--- src/rtl/oto_pilot_pkg.sv ---
// Shared types and widths for the altitude-hold controller.
package oto_pilot_pkg;

    localparam int unsigned STATE_W   = 3;
    localparam int unsigned ALT_W_DEF = 10;
    localparam int unsigned TGT_W_DEF = 7;

    // Encoding is visible on state_o, so values are pinned explicitly.
    typedef enum logic [STATE_W-1:0] {
        StIdle  = 3'd0,
        StClimb = 3'd1,
        StHold  = 3'd2,
        StOver  = 3'd3,
        StFault = 3'd4
    } state_t;

endpackage

--- src/rtl/sensor_watchdog.sv ---
// Saturating cycle counter that flags a missing-sensor condition.
module sensor_watchdog #(
    parameter int unsigned TIMEOUT = 1000
) (
    input  logic clk,
    input  logic rst,
    input  logic clr,
    input  logic run,
    output logic expired
);

    localparam int unsigned CW = $clog2(TIMEOUT);
    localparam logic [CW-1:0] CNT_MAX = CW'(TIMEOUT - 1);

    logic [CW-1:0] r_cnt;

    // Count enabled cycles since the last clear, holding at CNT_MAX.
    always_ff @(posedge clk) begin
        if (rst) begin
            r_cnt <= '0;
        end else if (clr) begin
            r_cnt <= '0;
        end else if (run && (r_cnt != CNT_MAX)) begin
            r_cnt <= r_cnt + 1'b1;
        end
    end

    // Not gated by clr: expiry takes precedence over a same-cycle sample.
    assign expired = run && (r_cnt == CNT_MAX);

endmodule

--- src/rtl/altitude_hold_ctrl.sv ---
// Closed-loop altitude hold: source mux, sample register, hysteresis compare and FSM.
module altitude_hold_ctrl
    import oto_pilot_pkg::*;
#(
    parameter int unsigned ALT_W     = ALT_W_DEF,
    parameter int unsigned TGT_W     = TGT_W_DEF,
    parameter int unsigned TGT_SHIFT = 3,
    parameter int unsigned HYST      = 4,
    parameter int unsigned TIMEOUT   = 1000
) (
    input  logic               clk,
    input  logic               rst,
    input  logic               en_i,
    input  logic               src_sel_i,
    input  logic [ALT_W-1:0]   alt_i,
    input  logic               alt_vld_i,
    input  logic [ALT_W-1:0]   gnss_i,
    input  logic               gnss_vld_i,
    input  logic [TGT_W-1:0]   tgt_i,
    output logic               motor_o,
    output logic               green_o,
    output logic               red_o,
    output logic [STATE_W-1:0] state_o
);

    // One extra bit so T + HYST never wraps.
    localparam int unsigned AW = ALT_W + 1;

    logic             w_sel_vld;
    logic [ALT_W-1:0] w_sel_dat;
    logic             w_src_chg;
    logic             w_wd_clr;
    logic             w_expired;
    logic             w_eval;
    logic [AW-1:0]    w_t;
    logic [AW-1:0]    w_lo;
    logic [AW-1:0]    w_hi;
    logic [AW-1:0]    w_alt;
    logic             w_below;
    logic             w_above;
    logic             w_at_tgt;
    state_t           w_state_d;

    logic [ALT_W-1:0] r_smp;
    logic             r_have_smp;
    logic             r_new;
    logic             r_src_sel;
    state_t           r_state;
    logic             r_motor;
    logic             r_green;
    logic             r_red;

    assign w_sel_vld = src_sel_i ? gnss_vld_i : alt_vld_i;
    assign w_sel_dat = src_sel_i ? gnss_i : alt_i;
    assign w_src_chg = (src_sel_i != r_src_sel);

    // Capture the selected source; a source switch invalidates the held sample.
    always_ff @(posedge clk) begin
        if (rst) begin
            r_smp      <= '0;
            r_have_smp <= 1'b0;
            r_new      <= 1'b0;
            r_src_sel  <= 1'b0;
        end else begin
            r_src_sel <= src_sel_i;
            r_new     <= w_sel_vld;
            if (w_sel_vld) begin
                r_smp      <= w_sel_dat;
                r_have_smp <= 1'b1;
            end else if (w_src_chg) begin
                r_have_smp <= 1'b0;
            end
        end
    end

    assign w_wd_clr = w_sel_vld || w_src_chg || !en_i;

    sensor_watchdog #(
        .TIMEOUT (TIMEOUT)
    ) u_watchdog (
        .clk     (clk),
        .rst     (rst),
        .clr     (w_wd_clr),
        .run     (en_i),
        .expired (w_expired)
    );

    assign w_t      = AW'(tgt_i) << TGT_SHIFT;
    assign w_hi     = w_t + AW'(HYST);
    assign w_lo     = (w_t >= AW'(HYST)) ? (w_t - AW'(HYST)) : '0;
    assign w_alt    = {1'b0, r_smp};
    assign w_below  = (w_alt < w_lo);
    assign w_above  = (w_alt > w_hi);
    assign w_at_tgt = (w_alt >= w_t);
    assign w_eval   = r_new && r_have_smp;

    // Next-state: disable, then watchdog expiry, then per-sample evaluation.
    always_comb begin
        w_state_d = r_state;
        if (!en_i) begin
            w_state_d = StIdle;
        end else if (w_expired && (r_state != StIdle)) begin
            w_state_d = StFault;
        end else if (w_eval) begin
            unique case (r_state)
                StIdle, StFault: begin
                    if (w_below) begin
                        w_state_d = StClimb;
                    end else if (w_above) begin
                        w_state_d = StOver;
                    end else begin
                        w_state_d = StHold;
                    end
                end
                StClimb: begin
                    // Climb all the way to T, not just into the band.
                    if (w_above) begin
                        w_state_d = StOver;
                    end else if (w_at_tgt) begin
                        w_state_d = StHold;
                    end
                end
                StHold: begin
                    if (w_below) begin
                        w_state_d = StClimb;
                    end else if (w_above) begin
                        w_state_d = StOver;
                    end
                end
                StOver: begin
                    if (w_below) begin
                        w_state_d = StClimb;
                    end else if (!w_above) begin
                        w_state_d = StHold;
                    end
                end
                default: w_state_d = StIdle;
            endcase
        end
    end

    // State and decoded outputs registered together.
    always_ff @(posedge clk) begin
        if (rst) begin
            r_state <= StIdle;
            r_motor <= 1'b0;
            r_green <= 1'b0;
            r_red   <= 1'b0;
        end else begin
            r_state <= w_state_d;
            r_motor <= (w_state_d == StClimb);
            r_green <= (w_state_d == StHold);
            r_red   <= (w_state_d == StOver) || (w_state_d == StFault);
        end
    end

    assign motor_o = r_motor;
    assign green_o = r_green;
    assign red_o   = r_red;
    assign state_o = r_state;

endmodule

--- config.mk ---
export PLATFORM = sky130hd
export DESIGN_NAME = altitude_hold_ctrl
export DESIGN_NICKNAME = d
export VERILOG_FILES = /design/src/rtl/oto_pilot_pkg.sv /design/src/rtl/sensor_watchdog.sv /design/src/rtl/altitude_hold_ctrl.sv
export SDC_FILE = /design/constraint.sdc
export NUM_CORES = 1
export LEC_CHECK = 0
export ABC_AREA = 1
export CORE_UTILIZATION = 30
export CTS_CLUSTER_DIAMETER = 200
export DETAILED_ROUTE_END_ITERATION = 8
export PLACE_DENSITY_LB_ADDON = 0.05
export RECOVER_POWER = 50
export SYNTH_ARGS = -nofsm -noshare
export SYNTH_HDL_FRONTEND = slang
export SYNTH_SLANG_ARGS = --single-unit
--- constraint.sdc ---
create_clock -name clk -period 2.3 [get_ports clk]
set_input_delay 0.345 -clock clk [delete_from_list [all_inputs] [get_ports clk]]
set_output_delay 0.345 -clock clk [all_outputs]
set_load 0.01 [all_outputs]
# After elaboration in Yosys (flattened, before gate mapping)
# Cells that the tools add are included.
# word_totals
register_bits	29
latch_bits	0
ramBits	0
romBits	0
inputBits	33
output_inout_bits	6
wordCells	57
mem_count	0
# classes
add_sub_neg	3
mul	0
n_div	0
order_cmp	4
n_eq_ne	11
shift	0
n_mux	17
bitwise	0
reduce_logical	13
# op_table
cell	count
3-bit two-way mux	9
3-bit by 2-bit equality test with 1-bit output, second input constant	4
3-bit one-hot mux with 4 select lines	1
10-bit by 3-bit adder with 11-bit output, second input constant	1
10-bit by 11-bit greater-than comparator with 1-bit output	1
10-bit by 11-bit < comparator with 1-bit output	1
11-bit two-way mux	1
10-bit by 3-bit subtractor with 11-bit output, second input constant	1
10-bit by 1-bit adder with 10-bit output, second input constant	1
10-bit equality test, second input constant	1
10-bit greater-or-equal comparator	1
10-bit by 3-bit greater-or-equal comparator with 1-bit output, second input constant	1
10-bit two-way mux	1
10-bit != test, second input constant	1
3-bit by 1-bit equality test with 1-bit output, second input constant	2
3-bit equality test, second input constant	2
1-bit logical AND	4
1-bit two-way mux	4
2-bit OR reduction	2
3-bit logical NOT	1
1-bit logical OR	3
3-bit nonzero test	1
2-bit two-way mux	1
2-bit nonzero test	1
2 further kinds	2

# Longest topological paths before layout
# logic_depth
ltp_word	10
depth_mapped	18
depth_no_buf	18

# By module
# Synthesis repeated with hierarchy kept, for this count alone.
# hier_totals
hier_cells	315
hier_area_um2	2099.5
# modules_own_cells
module	n_inst	cells_each	area_per_inst_um2	seq_area_each_um2
altitude_hold_ctrl	1	220	1476.4	380.4
sensor_watchdog	1	95	623.1	200.2

# Worst setup path after synthesis
# OpenSTA, ideal clock, no wires.
# synth_timing
kind	input port to flip-flop
startpoint	input tgt_i[0]
endpoint	register r_red (netlist: red_o)
setup_ns	0.110
t_arrival_ns	2.005
t_required_ns	2.190
setup_slack_ns	0.186
cell_stages	18
n_path_buf	0
path_cell_list	inv_2 -> ha_1 -> nand2_4 -> nor2_4 -> nand2_4 -> o21ai_0 -> ha_1 -> nand4_1 -> a21oi_4 -> nand3_2 -> nand3_1 -> nand2_1 -> nand2_1 -> nand2_2 -> nand2_2 -> nand2_2 -> nand2_2 -> nor2_2
# synth_via
elab_chain_len	10
elab_cells_between_ends	22
classes_between	add/sub (2); order compare (4); eq/ne (2); mux (13); reduce/logical (1)
# synth_rtl
element	line_no	rtl
start, declared	altitude_hold_ctrl.sv:19	input logic [TGT_W-1:0] tgt_i,
10-bit by 3-bit adder with 11-bit output (tied with other cells)	altitude_hold_ctrl.sv:89	assign w_hi = w_t + AW'(HYST);
10-bit by 11-bit greater-than comparator with 1-bit output / 11-bit two-way mux (equally long branches)	altitude_hold_ctrl.sv:93, altitude_hold_ctrl.sv:90	
3-bit two-way mux (tied with other cells)	altitude_hold_ctrl.sv:133	end else if (!w_above) begin
3-bit two-way mux (tied with other cells)	altitude_hold_ctrl.sv:131	if (w_below) begin
3-bit one-hot mux with 4 select lines (*)	altitude_hold_ctrl.sv:105	unique case (r_state)
3-bit two-way mux (*)	altitude_hold_ctrl.sv:104	end else if (w_eval) begin
3-bit two-way mux (*)	altitude_hold_ctrl.sv:102	end else if (w_expired && (r_state != StIdle)) begin
3-bit two-way mux (*)	altitude_hold_ctrl.sv:100	if (!en_i) begin
3-bit by 2-bit equality test with 1-bit output / 3-bit equality test (equally long branches)	altitude_hold_ctrl.sv:153	r_red <= (w_state_d == StOver) || (w_state_d == StFault);
1-bit logical OR (*)	altitude_hold_ctrl.sv:153	
end signal, assigned	altitude_hold_ctrl.sv:153	
end, declared	altitude_hold_ctrl.sv:51	logic r_red;
# Mark *: on every way between the ends. The rest lies on a longest branch, timed or not.
# A chain may end at the register's enable or synchronous reset.

# Final worst setup path
# Same ends and word-level chain as after synthesis.

==> summary.md <==
| Metric | Value |
|---|---|
| Mean Syn Cell Area | `6.80 um^2` |
| Total core area | `0.00635 mm^2` |
| Gr ovfl total | `0` |
| Fin nets | `396` |
| Hold Slack | `467 ps` |
| Max Slew Vio Count | `0` |
| Final Power | `1.24 mW` |
| Synthesis Warnings | `0` |
| Starting DRT DRC Count | `24` |
| Worst R2R Start | `r_smp[9]` |
| Drt pass-1 iters | `4` |
| CTS Sinks | `29` |
| Post-CTS Hold Fix Bufs | `0` |
| Routed length per instance | `11.1 um` |
| Share of cells above drive strength 1 | `21.3%` |
| Worst Hold Class | `reg2reg` |
| Total CTS buffers | `5` |
| Hold path endpoint | `r_have_smp` |
| Placed Cells | `414` |
| Final worst path period share | `92.3%` |
| Vias in the first global route | `1954` |
| Max Cap Viol | `0` |
| Capture point of the worst reg-to-reg path | `red_o` |
| DP HPWL | `3.71 mm` |
| Setup WS pre-CTS | `-466 ps` |
| Worst R2R Setup Slack | `490 ps` |
| Commonest non-fill, non-tap cell in the layout | `nand2_1` |
| Max-slew headroom | `66.0%` |
| Worst-skew pair later-pin latency | `280 ps` |
| Synth area leaders | `dfxtp_1, nand2_1, ha_1` |
| Synth Instances | `289` |
| PD cells | `459 mW/mm^2` |
| CP endpoint kind | `flip-flop` |
| GP Congestion | `0.787` |
| Outcome | `completed` |
| CP startpoint kind | `input pin` |
| Yosys top cell by area | `dfxtp_1` |
| Die ar. | `0.00688 mm^2` |
| Cells on worst reg2reg path | `13` |
| Top cell type's share of synthesized area | `29.5%` |
| Root Buffer | `clkbuf_8` |
| Port bufs | `38` |
| Final ANT Viol Nets | `0` |
| Post-synth net total | `339` |
| Hold path startpoint | `r_have_smp` |
| CP arrival | `2310 ps` |
| Largest net degree at the start of global routing | `22` |
| Final setup viols | `0` |
| Drt via density | `4.57` |
| Top Ports | `39` |
| First-pass GRT wire length | `8.27 mm` |
| Critical path type | `in2reg` |
| Cells on Worst Hold Path | `2` |
| Worst vdd ir | `260 uV` |
| Mapped Area | `0.00197 mm^2` |
| Chip Height | `82.9 um` |
| Fmax | `0.471 GHz` |
| Commonest cells after routing, fill and taps aside | `nand2_1, inv_1, dfxtp_1` |
| Setup_tns | `0 ps` |
| Pleak | `1.26 nW` |
| Antenna Cells | `0` |
| Reg clk slew, reported paths | `60 ps` |
| # DRC | `0` |
| Synth cell types | `28` |
| Seq cells post-synth | `29` |
| Final cell count without fillers | `424` |
| All-Layer GR Usage | `14.7%` |
| Row Count | `29` |
| CTS tree | `built` |
| Crit path max fanout | `2` |
| Starting Density | `31.0%` |
| Post-synthesis sequential area ratio | `29.5%` |
| Initial antenna violation count | `0` |
| CP required | `2490 ps` |
| Period minus WS final | `2120 ps` |
| Die Width | `82.9 um` |
| Deepest clock path buffer count | `2` |
| # H-tree levels | `2` |
| Worst Tran Pin Value | `505 ps` |
| Vias | `1939` |
| P&R area growth vs syn | `37.8%` |
| Final wirelength | `4.69 mm` |
| Final hold vios | `0` |
| Final setup margin | `177 ps` |
| Clk_skew | `5.63 ps` |
state kept, by name (all words and copies together), names as in the netlist:
name              flops
green_o               1
motor_o               1
r_have_smp            1
r_new                 1
r_smp                10
r_src_sel             1
red_o                 1
state_o               3
u_watchdog.r_cnt     10
Yosys cell counts, drive strengths merged:
library cell / n
inv: 47
clkbuf: 5
nor4: 1
nand3: 22
a31oi: 10
nand3b: 1
o31ai: 1
ha: 17
o22ai: 1
a21oi: 17
buf: 1
o21ai: 24
nand4: 2
nor3: 8
dfxtp: 29
xor2: 2
nor2: 28
nand2: 73
layer usage:
| metal | global-route usage, % | wire length, um | vias to the layer above |
|---|---|---|---|
| met3 | 2.88 | 137 | 7 |
| met4 | 5.33 | 95 | 0 |
| met1 | 18.2 | 2300 | 848 |
| met5 | 0 | 0 | - |
| met2 | 25.1 | 2160 | 31 |
| li1 | - | - | 1053 |
timing repair:
item / in CTS / in global routing
hold endpoints to repair: 0 / 0
setup buffers: 0 / 2
pin swaps: 3 / 10
gates resized for setup: 8 / 19
endpoints found under the setup margin: 5 / 5
where the power goes:
part	total [mW]	internal [mW]	switching (mW)
combinational	0.299	0.143	0.156
clock	0.402	0.209	0.193
sequential	0.542	0.524	0.0182
total	1.24	0.875	0.368
worst max-delay path, cell delays in order:
cell,delay (ps)
dlygate4sd2_1,250
inv_2,80
ha_4,150
nand2_4,60
buf_4,140
inv_1,50
o21ai_1,70
ha_1,300
nand4_1,160
a21oi_4,150
nand3_2,90
nand3_2,80
nand2_1,50
nand2_1,60
nand2_2,60
nand2_2,70
nand2_2,60
nand2_2,60
nor2_2,30
layout make-up:
type,instances,area [um^2]
fill,680,3640
multi-input combinational,207,1250
sequential,29,581
timing repair buffer,56,523
inverter,47,176
tap,77,96.3
clock buffer,6,72.6
clock inverter,2,10.0
how the worst max path moves through the flow:
stage | start | endpoint | slack [ps] | depth (start not counted)
after floorplan | tgt_i[0] | red_o | 190 | 18
after global routing | tgt_i[0] | red_o | -20 | 19
after CTS | tgt_i[2] | red_o | 30 | 17
after global placement | tgt_i[1] | red_o | -400 | 19
final | tgt_i[0] | red_o | 180 | 19
after detailed placement | tgt_i[1] | red_o | -470 | 19
cell families after synthesis:
group	share of synthesized area, %
compound gates	15.7
fa+ha+maj	10.8
xor+xnor	0.891
flops	29.5
simple gates	33.0
buf+inv	10.1
metrics by stage:
stage,utilization (%),instance area (um^2)
after floorplan,-,1970
after global placement,40.0,2540
after detailed placement,40.0,2540
after CTS,41.5,2630
after global routing,42.7,2710
final,42.7,2710
(Power assumes the default switching activity.)
